## src/rtl/vga_capture.sv

```systemverilog
// Receive side of the VGA link: recovers the active window from hsync/vsync/rgb
// and emits a pixel stream tagged with x/y and sof/eol/eof markers.
module vga_capture #(
    parameter int CD = 8,
    parameter int HD = 640,
    parameter int HR = 96,
    parameter int HB = 48,
    parameter int VD = 480,
    parameter int VR = 2,
    parameter int VB = 33
) (
    input  logic          clk,
    input  logic          reset,
    input  logic          pix_en,
    input  logic          vga_hsync,
    input  logic          vga_vsync,
    input  logic [CD-1:0] vga_rgb,
    output logic          so_valid,
    output logic [CD-1:0] so_rgb,
    output logic [10:0]   so_x,
    output logic [10:0]   so_y,
    output logic          so_sof,
    output logic          so_eol,
    output logic          so_eof,
    output logic          locked,
    output logic          frame_err
);

    typedef enum logic [2:0] {
        IDLE,
        VBLANK,
        HPORCH,
        ACTIVE,
        HWAIT
    } state_t;

    // The hsync fall is retrace pixel 0, so the porch ends one count early.
    localparam logic [10:0] PORCH_LAST = 11'(HR + HB - 2);
    localparam logic [10:0] VBL_LAST   = 11'(VR + VB - 1);
    localparam logic [10:0] X_LAST     = 11'(HD - 1);
    localparam logic [10:0] Y_LAST     = 11'(VD - 1);

    state_t      state;
    logic        prev_hsync;
    logic        prev_vsync;
    logic [10:0] line_cnt;
    logic [10:0] px_cnt;
    logic [10:0] col;
    logic [10:0] row;
    logic        err_frame;
    logic        hs_fall;
    logic        vs_fall;

    assign hs_fall = prev_hsync & ~vga_hsync;
    assign vs_fall = prev_vsync & ~vga_vsync;

    // NOTE: the sync history resets high so a sync already low at reset release
    // is not taken as a fresh fall edge.
    always_ff @(posedge clk or negedge reset) begin
        if (!reset) begin
            prev_hsync <= 1'b1;
            prev_vsync <= 1'b1;
        end else if (pix_en) begin
            prev_hsync <= vga_hsync;
            prev_vsync <= vga_vsync;
        end
    end

    always_ff @(posedge clk or negedge reset) begin
        if (!reset) begin
            state     <= IDLE;
            line_cnt  <= '0;
            px_cnt    <= '0;
            col       <= '0;
            row       <= '0;
            err_frame <= 1'b0;
            so_valid  <= 1'b0;
            so_rgb    <= '0;
            so_x      <= '0;
            so_y      <= '0;
            so_sof    <= 1'b0;
            so_eol    <= 1'b0;
            so_eof    <= 1'b0;
            locked    <= 1'b0;
            frame_err <= 1'b0;
        end else begin
            // NOTE: markers are single-clk pulses, so they clear on every clk,
            // not only on pix_en clocks.
            so_valid <= 1'b0;
            so_sof   <= 1'b0;
            so_eol   <= 1'b0;
            so_eof   <= 1'b0;

            if (pix_en) begin
                if (vs_fall && state != IDLE) begin
                    // Truncated frame: this vsync fall starts a fresh frame.
                    frame_err <= 1'b1;
                    locked    <= 1'b0;
                    err_frame <= 1'b0;
                    line_cnt  <= '0;
                    state     <= VBLANK;
                end else if (hs_fall && (state == HPORCH || state == ACTIVE)) begin
                    frame_err <= 1'b1;
                    locked    <= 1'b0;
                    err_frame <= 1'b1;
                    px_cnt    <= '0;
                    // A short last row leaves no row to move on to: drop the frame.
                    if (row == Y_LAST) begin
                        state <= IDLE;
                    end else begin
                        row   <= row + 11'd1;
                        state <= HPORCH;
                    end
                end else begin
                    case (state)
                        IDLE: begin
                            if (vs_fall) begin
                                line_cnt  <= '0;
                                err_frame <= 1'b0;
                                state     <= VBLANK;
                            end
                        end

                        VBLANK: begin
                            if (hs_fall) begin
                                if (line_cnt == VBL_LAST) begin
                                    row    <= '0;
                                    px_cnt <= '0;
                                    state  <= HPORCH;
                                end else begin
                                    line_cnt <= line_cnt + 11'd1;
                                end
                            end
                        end

                        HPORCH: begin
                            px_cnt <= px_cnt + 11'd1;
                            if (px_cnt == PORCH_LAST) begin
                                col   <= '0;
                                state <= ACTIVE;
                            end
                        end

                        ACTIVE: begin
                            so_valid <= 1'b1;
                            so_rgb   <= vga_rgb;
                            so_x     <= col;
                            so_y     <= row;
                            so_sof   <= (col == '0) && (row == '0);
                            so_eol   <= (col == X_LAST);
                            so_eof   <= (col == X_LAST) && (row == Y_LAST);
                            col      <= col + 11'd1;
                            if (col == X_LAST) begin
                                col <= '0;
                                if (row == Y_LAST) begin
                                    locked <= ~err_frame;
                                    state  <= IDLE;
                                end else begin
                                    state <= HWAIT;
                                end
                            end
                        end

                        HWAIT: begin
                            if (hs_fall) begin
                                row    <= row + 11'd1;
                                px_cnt <= '0;
                                state  <= HPORCH;
                            end
                        end

                        default: state <= IDLE;
                    endcase
                end
            end
        end
    end

endmodule

```

## config.mk

```make
export PLATFORM = sky130hd
export DESIGN_NAME = vga_capture
export DESIGN_NICKNAME = d
export VERILOG_FILES = /design/src/rtl/vga_capture.sv
export SDC_FILE = /design/constraint.sdc
export NUM_CORES = 1
export LEC_CHECK = 0
export CAP_MARGIN = 15
export CORE_MARGIN = 2
export CORE_UTILIZATION = 51
export DETAILED_ROUTE_END_ITERATION = 8
export MAX_ROUTING_LAYER = met4
export PLACE_DENSITY = 0.76
export SLEW_MARGIN = 20
export SYNTH_ARGS = -nofsm -noshare
export SYNTH_HDL_FRONTEND = slang
export SYNTH_SLANG_ARGS = --single-unit
```

## constraint.sdc

```tcl
create_clock -name clk -period 2.17 [get_ports clk]
set_input_delay 0.5425 -clock clk [delete_from_list [all_inputs] [get_ports clk]]
set_output_delay 0.5425 -clock clk [all_outputs]
set_load 0.02 [all_outputs]
```

==> results.yml <==
setup_path:
  r2r-start: "row[5]"
  critPathSlowestCell: "or4b_1"
  rr_endpoint: "locked"
  required_ns: 2.44
  worstPathMaxFanout: 3
  worstSetupEndpointType: "register"
  cpLargestDelayFamily: "simple AND/OR/NAND/NOR gates"
  path_cells: "or3_1, buf_4, nor3_1, nand2_1, or4b_1, o21ai_0"
  start_kind: "register"
  path_class: "register to register"
  max_stage_delay_ns: 0.52
  cp.arrival_ns: 2.36
  reg2reg_slack_ns: 0.09
  cp_num_cells: 6
  worst-path-buf-inv: 1
  setup.worst_path.start: "row[5]"
  critPathCapture: "locked"
  reg2regPathDepth: 6
drt:
  wl_um: 10010
  vias: 3757
  via_per_inst: 5.701
  wire_per_inst_um: 15.19
  wl_met3_um: 461
  wl_met1_um: 4719
  ant_nets: 0
  top_layer: "met4"
  drtPass1Iterations: 4
  drc_errors: 0
  wl_met2_um: 4732
  drtIter0Drc: 235
clocking:
  ctsHoldBuffers: 0
  cts_tree: "built"
  htree_num_levels: 3
  cts_sinks: 86
  cts.clk_slew.worst_paths_ns: 0.08
  numCtsBuffers: 9
  clock_path_buffers: 2
  clock_latency_ns: 0.37
  clockRootBuffer: "clkbuf_8"
logic_synthesis:
  synth-main-ff-cell: "dfrtp_1"
  synth_fp_nets: 468
  seq_area_frac_synth_pct: 49.86
  syn-cell-area_mm2: 0.004322
  synth_seq_cells: 86
  synth_enable_flop_cells: 0
  synth_cell_types: 52
  async_flop_share_pct: 100.0
  ys.warnings.count: 0
  syn_area_per_cell_um2: 9.668
  synth_cells: 447
placed_design:
  port_buffers: 48
  place_congestion: 0.8850
  dpl_worst_slack_ns: -0.2122
  place_hpwl_um: 7292
finish:
  drive_gt1_share_pct: 22.20
  num-nets-final: 570
  areaGrowthSynthToFinish_pct: 29.56
  insertedDiodeCount: 0
global_route:
  grt_remaining_overflow: 0
  grt_pass1_wl_um: 17070
  grt_max_degree: 41
  antenna_found_initial: 0
  grt_usage_pct: 24.42
  grt_pass1_vias: 3617
timing:
  fin_ws_ns: 0.08554
  post-route-period-util_pct: 96.06
  fin_crit_ns: 2.084
  slew_viol_final: 0
  hold_violations: 0
  relSlewSlack_pct: 62.76
  hold_slack_ns: 0.1552
  finalSetupViolations: 0
  setup_tns_ns: 0
  clock_skew_ns: 0.01665
  clock.fmax_mhz: 479.7
  worst_pin_slew_ns: 0.5586
die:
  row_count: 33
  die_area_mm2: 0.009227
  dieHeight_um: 96.06
  top_level_ports: 49
  core-area_mm2: 0.008217
  start_util_pct: 52.60
  die_w_um: 96.06
hold_path:
  hp-class: "input pin to asynchronous set/reset pin"
status:
  status: "finished clean"
run:
  drv_cap: 0
power_and_ir_drop:
  p_leak_nw: 2.442
  power.density_mw_per_mm2: 934.7
  ir_drop_mv: 0.7552
## logic make-up (layout without fill, tap and decap cells)
logic type / Yosys count / after routing / share of synthesized area [%]
AOI/OAI and AO/OA: 124 / 124 / 17.86
adders and majority gates: 8 / 8 / 2.316
buffers and inverters: 42 / 149 / 4.053
DFF: 86 / 86 / 49.86
muxes: 25 / 25 / 6.485
and+or+nand+nor: 162 / 162 / 19.43
## how the worst min path moves through the flow
stage | to | slack [ns] | cells after the start
6_report | px_cnt[10] | 0.16 | 1
5_1_grt | px_cnt[10] | 0.18 | 1
4_1_cts | px_cnt[10] | 0.17 | 1
3_5_place_dp | so_x[7] | 0.47 | 2
3_3_place_gp | so_y[0] | 0.46 | 2
2_1_floorplan | col[0] | 0.25 | 0
## placed cells by master, fill, tap and decap left out, types with 3 or more instances in the layout
cell type,count
inv_1,19
nor2b_1,8
nand3_1,26
nor4_1,4
buf_4,66
nand2_1,41
mux2_2,24
o41ai_2,3
nand2b_1,8
o31ai_1,18
and3_1,6
clkdlybuf4s50_1,47
nand4_1,9
clkbuf_8,9
ha_1,8
and2_1,5
a21oi_1,14
dfrtp_1,84
nor3_1,9
o21ai_0,63
nor2_1,23
or3_1,8
## power by group
| part | internal, mW | switching (mW) |
|---|---|---|
| combinational | 0.958 | 1.03 |
| sequential | 1.89 | 0.218 |
| clock | 0.540 | 0.592 |
## synth_stat cells, types with 2 or more instances
library cell / instances / share of area (%)
mux2_2: 24 / 6.3
inv_1: 19 / 1.7
nand2b_1: 8 / 1.2
o211ai_1: 2 / 0.35
nor2_1: 23 / 2.0
nand2_1: 41 / 3.6
dfstp_2: 2 / 1.2
nor3_1: 9 / 1.0
dfrtp_1: 84 / 49
nor4b_1: 2 / 0.41
nand4_1: 9 / 1.3
o31ai_1: 19 / 3.3
and3_1: 6 / 0.87
a21oi_1: 15 / 1.7
o41ai_2: 2 / 0.75
a41oi_1: 2 / 0.41
o21ai_0: 63 / 7.3
buf_2: 7 / 0.81
o2111ai_1: 3 / 0.61
nor4bb_1: 2 / 0.46
nor3b_1: 2 / 0.35
a311oi_1: 2 / 0.41
and2_1: 5 / 0.72
nand3_1: 26 / 3.0
nor4_1: 4 / 0.58
a31oi_1: 2 / 0.29
or3_1: 10 / 1.4
nor2b_1: 9 / 1.3
o21a_1: 2 / 0.35
clkbuf_1: 14 / 1.2
ha_1: 8 / 2.3
## repair_timing
| item | CTS | global route |
|---|---|---|
| setup buffers | 0 | 1 |
| gates resized for setup | 4 | 7 |
| pin swaps | 0 | 4 |
| setup endpoints to repair | 14 | 14 |
## flip-flops by register name, indices dropped and copies added (netlist names)
signal	count
locked	1
so_rgb	8
prev_vsync	1
so_eol	1
px_cnt	11
col	11
err_frame	1
so_valid	1
state	3
so_sof	1
so_x	11
line_cnt	11
prev_hsync	1
so_eof	1
so_y	11
frame_err	1
row	11
## stage by stage
stage,power [mW],std cells,instance area (um2),utilization (%)
CTS,5.262,658,5547,67.50
finish,5.234,659,5599,68.14
floorplan,3.219,447,4322,-
detailed placement,4.098,642,5328,64.84
global placement,4.037,642,5328,64.84
global route,5.600,659,5599,68.14
## worst register-to-register path: stages, from the launching register on
cell and delay, ns:
dfrtp_1 0.38, or3_1 0.46, buf_4 0.18, nor3_1 0.27
nand2_1 0.12, or4b_1 0.52, o21ai_0 0.09
## metal layers
metal / GRT usage, % / vias up
met3: 5.012 / 9
li1: - / 1823
met2: 37.27 / 97
met5: - / -
met4: 6.548 / 0
met1: 33.40 / 1828
## cell type report
class / instances / area [um2]
flip-flops and latches: 86 / 2155
multi-input cells: 319 / 2057
repair buffers: 114 / 985.9
inverters: 19 / 71.32
fillers: 654 / 2618
clock buffers: 10 / 127.6
well taps: 105 / 131.4
clock inverters: 6 / 71.32
Note: power is estimated with default switching activity, not from simulation.
